--- config.mk ---
export PLATFORM = sky130hd
export DESIGN_NAME = rr_arbiter16
export DESIGN_NICKNAME = d
export VERILOG_FILES = /design/src/rtl/rr_arb_pkg.sv /design/src/rtl/prio_enc16_lsb.sv /design/src/rtl/rr_arbiter16.sv
export SDC_FILE = /design/constraint.sdc
export NUM_CORES = 1
export LEC_CHECK = 0
export CAP_MARGIN = 20
export CORE_ASPECT_RATIO = 1.2
export CORE_MARGIN = 8
export CORE_UTILIZATION = 49
export DETAILED_ROUTE_END_ITERATION = 7
export GPL_TIMING_DRIVEN = 1
export PLACE_DENSITY = 0.77
export SETUP_SLACK_MARGIN = 0.4
export SYNTH_ARGS = -nofsm -noshare
export SYNTH_HDL_FRONTEND = slang
export SYNTH_SLANG_ARGS = --single-unit
--- constraint.sdc ---
create_clock -name clk -period 3.6 [get_ports clk]
set_clock_uncertainty 0.15 [all_clocks]
set_input_delay 0.36 -clock clk [delete_from_list [all_inputs] [get_ports clk]]
set_output_delay 0.36 -clock clk [all_outputs]
set_load 0.05 [all_outputs]
--- src/rtl/rr_arb_pkg.sv ---
// Shared definitions for the 16-requester round-robin arbiter slice.
package rr_arb_pkg;

    localparam int N_REQ = 16;
    localparam int ID_W  = 4;

    typedef enum logic {
        IDLE  = 1'b0,
        GRANT = 1'b1
    } state_t;

    // Pointer starts at the top index so client 0 wins first after reset.
    localparam logic [ID_W-1:0] PTR_RST = 4'd15;

endpackage

--- src/rtl/prio_enc16_lsb.sv ---
// Combinational 16-to-4 priority encoder: the lowest set index wins.
module prio_enc16_lsb
    import rr_arb_pkg::*;
(
    input  logic [N_REQ-1:0] req,
    output logic [ID_W-1:0]  id,
    output logic             valid
);

    // Scan from the top down so the last assignment is the lowest set bit.
    always_comb begin
        id    = '0;
        valid = |req;
        for (int i = N_REQ - 1; i >= 0; i--) begin
            if (req[i]) begin
                id = ID_W'(i);
            end
        end
    end

endmodule

--- src/rtl/rr_arbiter16.sv ---
// Round-robin arbiter for 16 clients with a hold limit and a registered
// one-hot grant plus binary index.
module rr_arbiter16
    import rr_arb_pkg::*;
#(
    parameter int MAX_HOLD = 16
) (
    input  logic             clk,
    input  logic             resetn,
    input  logic [N_REQ-1:0] req,
    input  logic             done,
    output logic [N_REQ-1:0] gnt,
    output logic [ID_W-1:0]  gnt_id,
    output logic             busy,
    output logic             revoke
);

    localparam int HCNT_W = (MAX_HOLD > 2) ? $clog2(MAX_HOLD) : 1;
    localparam logic [HCNT_W-1:0] HCNT_MAX = HCNT_W'(MAX_HOLD - 1);

    state_t            state, state_nxt;
    logic [ID_W-1:0]   ptr, ptr_nxt;
    logic [HCNT_W-1:0] hcnt, hcnt_nxt;
    logic [N_REQ-1:0]  gnt_nxt;
    logic [ID_W-1:0]   gnt_id_nxt;
    logic              busy_nxt;
    logic              revoke_nxt;

    logic              timeout;
    logic              owner_req;
    logic              release_now;
    logic [N_REQ-1:0]  cand;
    logic [N_REQ-1:0]  hi;
    logic [ID_W-1:0]   hi_id, cand_id, win;
    logic              hi_v, cand_v;

    // The owner's own bit is excluded while it releases, so a lone owner
    // that keeps requesting must sit out one idle cycle before winning again.
    always_comb begin
        timeout     = (state == GRANT) && (hcnt == HCNT_MAX);
        owner_req   = req[gnt_id];
        release_now = (state == GRANT) && (done || !owner_req || timeout);
        cand        = release_now ? (req & ~gnt) : req;
    end

    always_comb begin
        hi = '0;
        for (int i = 0; i < N_REQ; i++) begin
            hi[i] = cand[i] && (i > int'(ptr));
        end
    end

    prio_enc16_lsb u_enc_hi (
        .req   (hi),
        .id    (hi_id),
        .valid (hi_v)
    );

    prio_enc16_lsb u_enc_cand (
        .req   (cand),
        .id    (cand_id),
        .valid (cand_v)
    );

    assign win = hi_v ? hi_id : cand_id;

    always_comb begin
        state_nxt  = state;
        ptr_nxt    = ptr;
        hcnt_nxt   = hcnt;
        gnt_nxt    = gnt;
        gnt_id_nxt = gnt_id;
        busy_nxt   = busy;
        revoke_nxt = timeout && !done && owner_req;

        if (state == IDLE || release_now) begin
            if (cand_v) begin
                state_nxt  = GRANT;
                gnt_nxt    = {{(N_REQ-1){1'b0}}, 1'b1} << win;
                gnt_id_nxt = win;
                ptr_nxt    = win;
                hcnt_nxt   = '0;
                busy_nxt   = 1'b1;
            end else begin
                state_nxt  = IDLE;
                gnt_nxt    = '0;
                gnt_id_nxt = '0;
                hcnt_nxt   = '0;
                busy_nxt   = 1'b0;
            end
        end else begin
            hcnt_nxt = hcnt + HCNT_W'(1);
        end
    end

    always_ff @(posedge clk or negedge resetn) begin
        if (!resetn) begin
            state  <= IDLE;
            ptr    <= PTR_RST;
            hcnt   <= '0;
            gnt    <= '0;
            gnt_id <= '0;
            busy   <= 1'b0;
            revoke <= 1'b0;
        end else begin
            state  <= state_nxt;
            ptr    <= ptr_nxt;
            hcnt   <= hcnt_nxt;
            gnt    <= gnt_nxt;
            gnt_id <= gnt_id_nxt;
            busy   <= busy_nxt;
            revoke <= revoke_nxt;
        end
    end

endmodule

==> parameters.txt, run 1 <==
Parameter                              Value

Run status
  Status    finished, violations left
  Failing checks    negative setup slack

Layout
  Total of fill cells in the finished design    386
  Count of antenna diodes in the layout    0
  Area growth, synth to finish    48.74%
  Final cell count without fillers    449
  Final net count    406
  Fraction of final layout cells with drive strength greater than 1    36.43%
  Final Cell Area    3841 sq um

Placed design
  Cell area reported after detailed placement    3527 sq um
  Placed wire-length estimate after detailed placement    7417 microns
  Number of input and output port buffers inserted    40
  Final estimated routing congestion in global placement    0.9549
  Post-Place Cells    434

Logic synthesis
  Count of flip-flops with a built-in enable after synthesis    0
  Synth async-reset ratio    100.0%
  Post-synthesis area per instance    9.223 sq um
  Most frequently used flop master after synthesis    sky130_fd_sc_hd__dfrtp_1
  Number of warnings reported in the yosys synthesis log    0
  Post-synthesis cell count    280
  Share of synthesized area occupied by flip-flops and latches    29.26%
  Post-synth cell types    75
  Number of nets produced by synthesis    300
  Combined area of all synthesized cells    2582 sq um
  Number of flip-flops and latches in the synthesized netlist    30

Pwr
  Part of the total power dissipated in sequential elements    19.3%
  Power share of the clock group    10.1%
  Static leakage    1.630 nW
  Combinational share of power    70.6%
  Cell internal power dissipation    1.712 mW
  Overall power after layout    3.222 mW
  Power spent charging and discharging nets    1.509 mW
  Switching share of power    46.85%
  Total power density per cell area    838.7 nW/um^2
  Max IR drop VDD    0.0006431 V

STA
  Final count of hold timing violations    0
  Top achievable clock speed    0.2711 GHz
  Unrepaired setup endpoints after global routing    true
  Final period utilization    102.5%
  Relative slew margins    38.15%
  Min Clock Period, post-route    3.689 ns
  Pins Over Slew Limit    0
  Pin slew with the least headroom to its limit    0.9248 ns
  Setup-violating endpoint count in the final report    14
  Crit path setup slack, layout    -0.08926 ns
  Aggregate negative setup slack    -0.5898 ns

Route
  Routed wire length    9807 microns
  Total DRC errors in the routed layout    0
  Vias after detailed routing    2916
  Length of the first detailed-routing pass in iterations    5
  Count of nets left with antenna violations after detail routing    0
  Vias/cell    6.494
  Avg WL per Cell    21.84 microns
  Drt first-iter violations    281

Worst setup path
  Endpoint kind of the worst setup timing path    register
  Maximum net fanout on the critical path    12
  Data required, critical path    3.61 ns
  Critical path type    reg2reg
  Worst endpoint data arrival time    3.70 ns
  Nature of the critical path startpoint    register

Clock network
  CTS HTree Levels    2
  Insertion delay of the later-clocked pin in the worst-skew pair    0.28 ns
  Clk root buf    sky130_fd_sc_hd__clkbuf_8
  Number of buffers between clock root and the deepest sink    2
  Clock-pin transition on the worst setup and hold timing paths    0.07 ns
  CTS hold repair buffers    0
  Clock sinks    30
  Number of clock buffers inserted by TritonCTS    5
  Clock tree from TritonCTS    yes

GRT
  Global routing usage summed across all routing layers    26.07%
  Overflow left after global routing    0
  Number of antenna violations at the first check in global routing    0
  Wire length of the first global-routing pass    15570 microns
  Via count of the first global-routing pass    3001
  Largest net degree at the start of global routing    23

Die
  Height of the chip    95.53 microns
  Initial standard-cell utilization of the core    49.77%
  Site Rows    29
  Core area    5189 sq um
  Die width    82.27 microns
  Die Area    7859 sq um
  I/O pin cnt    41

Hold path
  Type of the tightest min-delay check    reg2reg

Flow run
  Max-cap check violation count    0
[final timing paths]
kind / startpoint / end / slack, ns / cells after the start
setup / recovery: gnt_id[0] / gnt[1] / -0.09 / 10
hold / removal: hcnt[0] / hcnt[0] / 0.32 / 1
setup reg to reg: gnt_id[0] / gnt[1] / -0.09 / 10
hold reg to reg: hcnt[0] / hcnt[0] / 0.32 / 1
max in group asynchronous: resetn / hcnt[0] / 2.16 / 2
min in group asynchronous: resetn / gnt[4] / 0.45 / 1
[Yosys cell counts, drive strengths merged (4+ instances only)]
cell	count	area, sq um
nand2	42	157.7
dfrtp	26	650.6
o21ai	17	85.08
nor2	16	62.56
a21oi	13	65.06
clkbuf	12	45.04
nand3	10	50.05
a32o	9	90.09
mux2	9	105.1
a221o	8	80.08
mux2i	8	80.08
o31ai	8	80.08
buf	7	65.05
a21boi	6	45.05
and2	6	40.04
and3	6	42.54
nor3	5	25.02
dfstp	4	105.1
inv	4	15.01
mux4	4	90.09
nand4	4	40.04
o22ai	4	25.02
or2	4	25.03
[kinds of logic (layout without fill, tap and decap cells)]
group           count (synthesis)  after routing  synth area share (%)
simple gates                  103            103                 20.30
compound gates                100            100                 33.77
flops                          30             30                 29.26
buf+inv                        23            128                 4.844
mux                            21             23                 10.66
xor+xnor                        2              2                0.6784
fa+ha+maj                       1              1                0.4844
[final cells by class]
| type | instances | area [sq um] | share of cell area [%] |
|---|---|---|---|
| flip-flops and latches | 30 | 757.0 | 19.71 |
| clock inverters | 3 | 40.04 | 1.042 |
| well taps | 62 | 77.57 | 2.020 |
| inverters | 4 | 15.01 | 0.3909 |
| repair buffers | 116 | 1032 | 26.87 |
| multi-input cells | 229 | 1851 | 48.18 |
| clock buffers | 5 | 68.82 | 1.792 |
[cell usage in the layout (no fill, tap or decap), drive strengths merged, types with 5 or more instances in the layout]
cell type / synthesis / layout
buf: 7 / 76
nand2: 42 / 42
clkdlybuf4s50: 0 / 40
dfrtp: 26 / 26
o21ai: 17 / 17
nor2: 16 / 16
a21oi: 13 / 13
nand3: 10 / 10
a32o: 9 / 9
mux2: 9 / 9
mux2i: 8 / 8
a221o: 8 / 8
o31ai: 8 / 8
mux4: 4 / 6
and3: 6 / 6
and2: 6 / 6
a21boi: 6 / 6
nor3: 5 / 5
clkbuf: 12 / 5
[registers in the layout, indices dropped and copies added, names as in the netlist]
signal	flops
gnt_id	4
hcnt	4
revoke	1
ptr	4
gnt	16
state	1
[critical path, stage by stage, from the launching register on]
cell and delay [ns]:
sky130_fd_sc_hd__dfrtp_2 0.41, sky130_fd_sc_hd__buf_12 0.15, sky130_fd_sc_hd__mux2_4 0.32, sky130_fd_sc_hd__mux4_2 0.56
sky130_fd_sc_hd__a221o_1 0.45, sky130_fd_sc_hd__and3_4 0.20, sky130_fd_sc_hd__nor4_4 0.35, sky130_fd_sc_hd__buf_4 0.18
sky130_fd_sc_hd__nand4_4 0.11, sky130_fd_sc_hd__o32a_4 0.41, sky130_fd_sc_hd__a32o_1 0.28
[power by group through the flow]
stage / Combinational (mW) / Sequential [mW] / Clock (mW)
2_1_floorplan: 1.18 / 0.702 / 0
3_3_place_gp: 1.96 / 0.632 / 0
3_5_place_dp: 1.97 / 0.632 / 0
4_1_cts: 2.21 / 0.609 / 0.331
5_1_grt: 2.41 / 0.630 / 0.346
6_report: 2.28 / 0.620 / 0.325
[per-layer routing]
layer / GRT usage [%] / vias to the layer above / part of all wire, %
met2: 43.62 / 155 / 49
met4: 14.52 / 0 / 4.9
met5: 0 / - / 0
met1: 31.06 / 1425 / 40
li1: - / 1301 / -
met3: 3.585 / 35 / 6.1
[timing repair]
item / CTS / global route
pin swaps: 5 / 9
setup endpoints to repair: 25 / 25
gates cloned: 2 / 0
resized for setup: 18 / 8
setup buffers: 3 / 2
[through the flow]
stage	setup slack (ns)	util (%)	hold slack [ns]
after global placement	-0.3909	67.98	0.2908
after floorplan	-0.1790	-	-0.08559
after CTS	-0.05627	73.28	0.3181
after detailed placement	-0.4844	67.98	0.3085
final	-0.08926	74.03	0.3155
after global routing	-0.1512	74.03	0.3429
Power figures use the tool's default switching activity.
==> run 2, diff against run 1 <==
--- a/config.mk
+++ b/config.mk
@@ -9,9 +9,11 @@
 export CORE_ASPECT_RATIO = 1.2
 export CORE_MARGIN = 8
 export CORE_UTILIZATION = 49
+export CTS_CLUSTER_SIZE = 14
 export DETAILED_ROUTE_END_ITERATION = 7
 export GPL_TIMING_DRIVEN = 1
 export PLACE_DENSITY = 0.77
+export RECOVER_POWER = 50
 export SETUP_SLACK_MARGIN = 0.4
 export SYNTH_ARGS = -nofsm -noshare
 export SYNTH_HDL_FRONTEND = slang
==> run 2 against run 1 <==
  * The run still ends with negative setup slack left
  * Worst hold slack hardly changed
  * Clock power barely moved
  * Sequential share of layout area barely moved
  * Largest power group unchanged
==> parameters.txt, run 2 (synthesized netlist as in run 1, its figures left out) <==
Parameter                              Value

Die
  I/O pin cnt    41 (unchanged)
  Core area    5189 sq um (unchanged)
  Die width    82.27 microns (unchanged)
  Height of the chip    95.53 microns (unchanged)
  Site Rows    29 (unchanged)
  Initial standard-cell utilization of the core    49.77% (unchanged)
  Die Area    7859 sq um (unchanged)

Worst setup path
  Endpoint kind of the worst setup timing path    register
  Critical path type    reg2reg
  Data required, critical path    3.61 ns (about the same)
  Worst endpoint data arrival time    3.71 ns (about the same)
  Nature of the critical path startpoint    register
  Maximum net fanout on the critical path    12 (unchanged)

Placed design
  Post-Place Cells    434 (unchanged)
  Placed wire-length estimate after detailed placement    7417 microns (unchanged)
  Number of input and output port buffers inserted    40 (unchanged)
  Final estimated routing congestion in global placement    0.9549 (unchanged)

Clock network
  CTS HTree Levels    2 (unchanged)
  Clk root buf    sky130_fd_sc_hd__clkbuf_8
  Clock sinks    30 (unchanged)
  Number of clock buffers inserted by TritonCTS    5 (unchanged)
  Clock tree from TritonCTS    yes
  Clock-pin transition on the worst setup and hold timing paths    0.07 ns (about the same)
  Insertion delay of the later-clocked pin in the worst-skew pair    0.28 ns (about the same)
  Number of buffers between clock root and the deepest sink    2 (unchanged)

STA
  Pins Over Slew Limit    0 (unchanged)
  Min Clock Period, post-route    3.698 ns (+0.008725 ns)
  Setup-violating endpoint count in the final report    18 (+4)
  Top achievable clock speed    0.2704 GHz (-0.24%)
  Relative slew margins    37.51% (-0.64 points)
  Unrepaired setup endpoints after global routing    true
  Final count of hold timing violations    0 (unchanged)
  Aggregate negative setup slack    -0.7848 ns (-0.1950 ns)
  Pin slew with the least headroom to its limit    0.9342 ns (+0.009443 ns)
  Final period utilization    102.7% (+0.24 points)
  Crit path setup slack, layout    -0.09799 ns (-0.008725 ns)

GRT
  Number of antenna violations at the first check in global routing    0 (unchanged)
  Wire length of the first global-routing pass    15570 microns (unchanged)
  Largest net degree at the start of global routing    23 (unchanged)
  Via count of the first global-routing pass    3001 (unchanged)
  Overflow left after global routing    0 (unchanged)
  Global routing usage summed across all routing layers    26.07% (unchanged)

Route
  Vias after detailed routing    2885 (-1.1%)
  Vias/cell    6.425 (-1.1%)
  Total DRC errors in the routed layout    0 (unchanged)
  Met2 layer wire length in the routed design    4787 microns (+0.34%)
  Routed wire length    9768 microns (-0.40%)
  Count of nets left with antenna violations after detail routing    0 (unchanged)
  Avg WL per Cell    21.76 microns (-0.40%)
  Length of the first detailed-routing pass in iterations    7 (+2)
  M1 WL    3942 microns (-0.45%)
  Drt first-iter violations    256 (-8.9%)
  Routed length on met3    562 microns (-5.9%)
  Topmost layer with routed signal wires    met4

Pwr
  Overall power after layout    3.222 mW (about the same)
  Max IR drop VDD    0.0006446 V (+0.24%)
  Static leakage    1.630 nW (about the same)
  Total power density per cell area    839.6 nW/um^2 (+0.11%)

Run status
  Failing checks    negative setup slack
  Status    finished, violations left

Layout
  Final cell count without fillers    449 (unchanged)
  Final net count    406 (unchanged)
  Register with the most flip-flops    gnt
  Area growth, synth to finish    48.59% (about the same)
  Fraction of final layout cells with drive strength greater than 1    36.18% (-0.26 points)
  Leading cell type in the layout, fill and taps excluded    sky130_fd_sc_hd__buf_4
  Flip-flop count of the largest register, all copies and words added    16 (unchanged)
  Commonest cells after routing, fill and taps aside    sky130_fd_sc_hd__buf_4, sky130_fd_sc_hd__nand2_1, sky130_fd_sc_hd__clkdlybuf4s50_1, sky130_fd_sc_hd__dfrtp_1, sky130_fd_sc_hd__nor2_1
  Total of fill cells in the finished design    388 (+0.52%)
  Count of antenna diodes in the layout    0 (unchanged)

Hold path
  Type of the tightest min-delay check    reg2reg

Flow run
  Max-cap check violation count    0 (unchanged)
## run 2: cell count changes in the layout (fill, tap and decap cells not counted), sizes merged
cell	previous run	this run
clkdlybuf4s50	40	38
dlygate4sd3	0	2
clkbuf	5	6
buf	76	75
## run 2: area by class of cell
| class | instances | area [sq um] | share of cell area, % |
|---|---|---|---|
| Clock buffer | 5 | 68.82 | 1.793 |
| Clock inverter | 3 | 40.04 | 1.043 |
| Inverter | 4 | 15.01 | 0.3913 |
| Multi-Input combinational cell | 229 | 1851 | 48.22 |
| Sequential cell | 30 | 757.0 | 19.73 |
| Tap cell | 62 | 77.57 | 2.022 |
| Timing Repair Buffer | 116 | 1028 | 26.80 |
## run 2: through the flow
stage	hold slack, ns	worst slack (ns)	utilization, %	instance area, sq um
after floorplan	-0.08559	-0.1790	-	2601
after global placement	0.2908	-0.3909	67.98	3527
after detailed placement	0.3085	-0.4844	67.98	3527
after CTS	0.3181	-0.05627	73.28	3802
after global routing	0.3429	-0.1512	73.96	3837
final	0.3156	-0.09799	73.96	3837
## run 2: worst max-delay path, cell delays in order, from the launching register on
cell and delay (ns):
sky130_fd_sc_hd__dfrtp_2 0.41, sky130_fd_sc_hd__buf_12 0.15, sky130_fd_sc_hd__mux2_4 0.32, sky130_fd_sc_hd__mux4_2 0.57, sky130_fd_sc_hd__a221o_1 0.45, sky130_fd_sc_hd__and3_4 0.20, sky130_fd_sc_hd__nor4_4 0.35, sky130_fd_sc_hd__buf_4 0.18
sky130_fd_sc_hd__nand4_4 0.11, sky130_fd_sc_hd__o32a_4 0.40, sky130_fd_sc_hd__a32o_1 0.28
## run 2: worst paths after layout
kind	slack, ns	cells after the start	startpoint	endpoint
setup / recovery	-0.1	10	gnt_id[0]	gnt[1]
hold / removal	0.32	1	hcnt[0]	hcnt[0]
setup reg to reg	-0.1	10	gnt_id[0]	gnt[1]
hold reg to reg	0.32	1	hcnt[0]	hcnt[0]
max in group asynchronous	1.81	2	resetn	hcnt[0]
min in group asynchronous	0.52	1	resetn	gnt[15]
## run 2: repair_timing
item | 4_1_cts | 5_1_grt
setup buffers | 3 | 2
pin swaps | 5 | 9
hold buffers | 0 | 0
gates resized for setup | 18 | 8
hold endpoints to repair | 0 | 0
cloned | 2 | 0
endpoints found under the setup margin | 25 | 25
## run 2: layer usage
| metal | GRT usage (%) | up-vias |
|---|---|---|
| met5 | 0 | - |
| met4 | 14.52 | 0 |
| met3 | 3.585 | 37 |
| met2 | 43.62 | 145 |
| met1 | 31.06 | 1399 |
| li1 | - | 1304 |
## run 2: power breakdown
part	leakage (nW)	total, mW	internal (mW)	switching, mW
Sequential	0.386	0.619	0.448	0.171
Clock	0.0579	0.324	0.203	0.121
Combinational	1.19	2.28	1.06	1.22
Total	1.63	3.22	1.71	1.51
==> run 3, diff against run 2 <==
--- a/config.mk
+++ b/config.mk
@@ -8,11 +8,12 @@
 export CAP_MARGIN = 20
 export CORE_ASPECT_RATIO = 1.2
 export CORE_MARGIN = 8
-export CORE_UTILIZATION = 49
+export CORE_UTILIZATION = 58
 export CTS_CLUSTER_SIZE = 14
 export DETAILED_ROUTE_END_ITERATION = 7
+export DONT_BUFFER_PORTS = 1
 export GPL_TIMING_DRIVEN = 1
-export PLACE_DENSITY = 0.77
+export PLACE_DENSITY = 0.76
 export RECOVER_POWER = 50
 export SETUP_SLACK_MARGIN = 0.4
 export SYNTH_ARGS = -nofsm -noshare
==> run 3 against run 2 <==
  * The flow finishes with violations (max-capacitance violations, max-slew violations, negative setup slack)
  * Clock-buffer cell count is 1 higher
  * Core utilization is 6.7 points higher
  * Cell count is 11% lower
  * Global-route usage is 1.5 points higher
  * Critical path type unchanged
  * Largest cell class unchanged
==> parameters.txt, run 3 (synthesized netlist as in run 1, its figures left out) <==
Parameter                              Value

Run status
  Status    finished, violations left
  Failing checks    max-capacitance violations, max-slew violations, negative setup slack

Hold path
  Worst hold path cell count    1 (unchanged)
  Worst Min Path Start    hcnt[0]
  End point of the most critical hold path    hcnt[0]
  Type of the tightest min-delay check    reg2reg

Placed design
  Number of input and output port buffers inserted    0 (-100%)
  Placed wire-length estimate after detailed placement    6408 microns (-14%)
  Final estimated routing congestion in global placement    0.9733 (+1.9%)
  Cell area reported after detailed placement    2939 sq um (-17%)

Pwr
  Switching share of power    48.89% (+2.0 points)
  Power spent charging and discharging nets    1.553 mW (+2.8%)
  Max IR drop VDD    0.0006868 V (+6.5%)
  Power share of the clock group    8.0% (-2.1 points)
  Part of the total power dissipated in sequential elements    21.9% (+2.7 points)
  Overall power after layout    3.177 mW (-1.4%)
  Combinational share of power    70.1% (-0.6 points)
  Static leakage    1.451 nW (-11%)
  Cell internal power dissipation    1.624 mW (-5.1%)
  Total power density per cell area    924.2 nW/um^2 (+10%)

Layout
  Final Cell Area    3437 sq um (-10%)
  Commonest cells after routing, fill and taps aside    sky130_fd_sc_hd__buf_4, sky130_fd_sc_hd__nand2_1, sky130_fd_sc_hd__dfrtp_1, sky130_fd_sc_hd__nor2_1
  Sequential cell area    757.0 sq um (unchanged)
  Final net count    362 (-11%)
  Fraction of final layout cells with drive strength greater than 1    40.52% (+4.3 points)
  Area growth, synth to finish    33.09%
  Flip-flop count of the largest register, all copies and words added    16 (unchanged)
  Total of fill cells in the finished design    254 (-35%)
  Register with the most flip-flops    gnt
  Leading cell type in the layout, fill and taps excluded    sky130_fd_sc_hd__buf_4
  Count of antenna diodes in the layout    0 (unchanged)
  Multi-input combinational cell area    1879 sq um (+1.6%)
  Core occupancy in the finished layout    80.65% (+6.7 points)

Route
  Total DRC errors in the routed layout    0 (unchanged)
  Routed wire length    9710 microns (-0.59%)
  Count of nets left with antenna violations after detail routing    0 (unchanged)
  Length of the first detailed-routing pass in iterations    5 (-2)
  Vias after detailed routing    2803 (-2.8%)
  Vias/cell    7.025 (+9.3%)
  Drt first-iter violations    329 (+29%)
  Avg WL per Cell    24.34 microns (+12%)

GRT
  Wire length of the first global-routing pass    14690 microns (-5.7%)
  Overflow left after global routing    0 (unchanged)
  Via count of the first global-routing pass    2699 (-10%)
  Largest net degree at the start of global routing    31 (+35%)
  Global routing usage summed across all routing layers    27.54% (+1.5 points)
  Number of antenna violations at the first check in global routing    0 (unchanged)

STA
  Setup-violating endpoint count in the final report    23 (+5)
  Top achievable clock speed    0.2631 GHz (-2.7%)
  Crit path setup slack, layout    -0.2004 ns (-0.1024 ns)
  Relative slew margins    -3.587% (-41 points)
  Min Clock Period, post-route    3.800 ns (+0.1024 ns)
  Pins Over Slew Limit    31 (+31)
  Final period utilization    105.6% (+2.8 points)
  Final count of hold timing violations    0 (unchanged)
  Unrepaired setup endpoints after global routing    true
  Aggregate negative setup slack    -2.517 ns (-1.732 ns)
  Pin slew with the least headroom to its limit    1.554 ns (+0.6196 ns)

Die
  Die width    76.92 microns (-6.5%)
  Initial standard-cell utilization of the core    60.60% (+11 points)
  Core area    4262 sq um (-18%)
  Height of the chip    89.10 microns (-6.7%)
  Die Area    6853 sq um (-13%)
  Site Rows    26 (-10%)
  I/O pin cnt    41 (unchanged)

Clock network
  Clock-pin transition on the worst setup and hold timing paths    0.06 ns (about the same)
  Number of buffers between clock root and the deepest sink    2 (unchanged)
  Clock sinks    30 (unchanged)
  Number of clock buffers inserted by TritonCTS    5 (unchanged)
  Insertion delay of the later-clocked pin in the worst-skew pair    0.28 ns (about the same)
  Clk root buf    sky130_fd_sc_hd__clkbuf_8
  CTS HTree Levels    2 (unchanged)
  Clock tree from TritonCTS    yes

Worst setup path
  Capturing point of the worst reg2reg path    gnt[8]
  Data required, critical path    3.63 ns (+0.02 ns)
  Endpoint kind of the worst setup timing path    register
  Slack of the worst reg-to-reg path    -0.20 ns (-0.10 ns)
  Critical path type    reg2reg
  Nature of the critical path startpoint    register
  Worst endpoint data arrival time    3.83 ns (+0.12 ns)
  Worst Setup SP    gnt_id[0]
  Worst reg2reg path depth    13 (+3)
  Maximum net fanout on the critical path    6 (-6)
  Startpoint of the worst-slack reg-to-reg timing path    gnt_id[0]

Flow run
  Max-cap check violation count    1 (+1)
[run 3: cell count changes in the layout (fill, tap and decap cells not counted), sizes merged]
cell and delta:
buf -5, bufinv -1, clkdlybuf4s50 -38, clkbuf +1, mux4 -1
[run 3: timing repair]
action                     4_1_cts  5_1_grt
setup endpoints to repair       25       25
buffers inserted                16        7
hold endpoints to repair        31        0
gates resized for setup         28       16
gates cloned                     1        0
pin swaps                       23       13
hold buffers                     3        0
[run 3: layout make-up]
cell class / count / area share (%)
multi-input combinational: 228 / 54.68
sequential: 30 / 22.02
timing repair buffer: 73 / 18.42
clock buffer: 6 / 2.111
tap: 56 / 2.039
inverter: 4 / 0.4368
clock inverter: 2 / 0.2912
[run 3: layer usage]
layer	routed length [microns]	track usage (%)
met4	538	16.81
met2	4675	46.56
met3	1135	6.942
met5	0	0
met1	3360	30.95
[run 3: how the worst max path moves through the flow]
stage / end / slack (ns) / cells after the start
6_report: gnt[8] / -0.20 / 13
5_1_grt: gnt[8] / -0.33 / 13
4_1_cts: gnt[8] / -0.05 / 12
3_5_place_dp: gnt[10] / -0.17 / 10
3_3_place_gp: gnt[14] / -0.12 / 10
2_1_floorplan: gnt[1] / -0.18 / 13
[run 3: power by group through the flow]
stage                     Combinational [mW]  Clock [mW]  Sequential (mW)
after global routing                    2.35       0.275            0.710
after detailed placement                1.68           0            0.701
after floorplan                         1.18           0            0.702
final                                   2.23       0.255            0.695
after global placement                  1.66           0            0.698
after CTS                               1.98       0.258            0.681
[run 3: per-stage QoR]
stage,hold slack (ns),cells,worst slack [ns]
after floorplan,-0.08559,280,-0.1790
after global placement,-0.08484,364,-0.1157
after detailed placement,-0.08487,364,-0.1744
after CTS,0.3198,392,-0.04848
after global routing,0.3507,399,-0.3349
final,0.3173,399,-0.2004
[run 3: worst max-delay path, cell delays in order, from the launching register on]
cell and delay (ns):
sky130_fd_sc_hd__dfrtp_2 0.43, sky130_fd_sc_hd__buf_12 0.14, sky130_fd_sc_hd__mux2_4 0.30, sky130_fd_sc_hd__mux4_2 0.57
sky130_fd_sc_hd__buf_6 0.18, sky130_fd_sc_hd__a221o_1 0.38, sky130_fd_sc_hd__and3_4 0.19, sky130_fd_sc_hd__nor4_4 0.25
sky130_fd_sc_hd__buf_4 0.19, sky130_fd_sc_hd__buf_6 0.12, sky130_fd_sc_hd__nand2_4 0.05, sky130_fd_sc_hd__a211oi_4 0.28
sky130_fd_sc_hd__nand2b_1 0.16, sky130_fd_sc_hd__o31ai_1 0.29
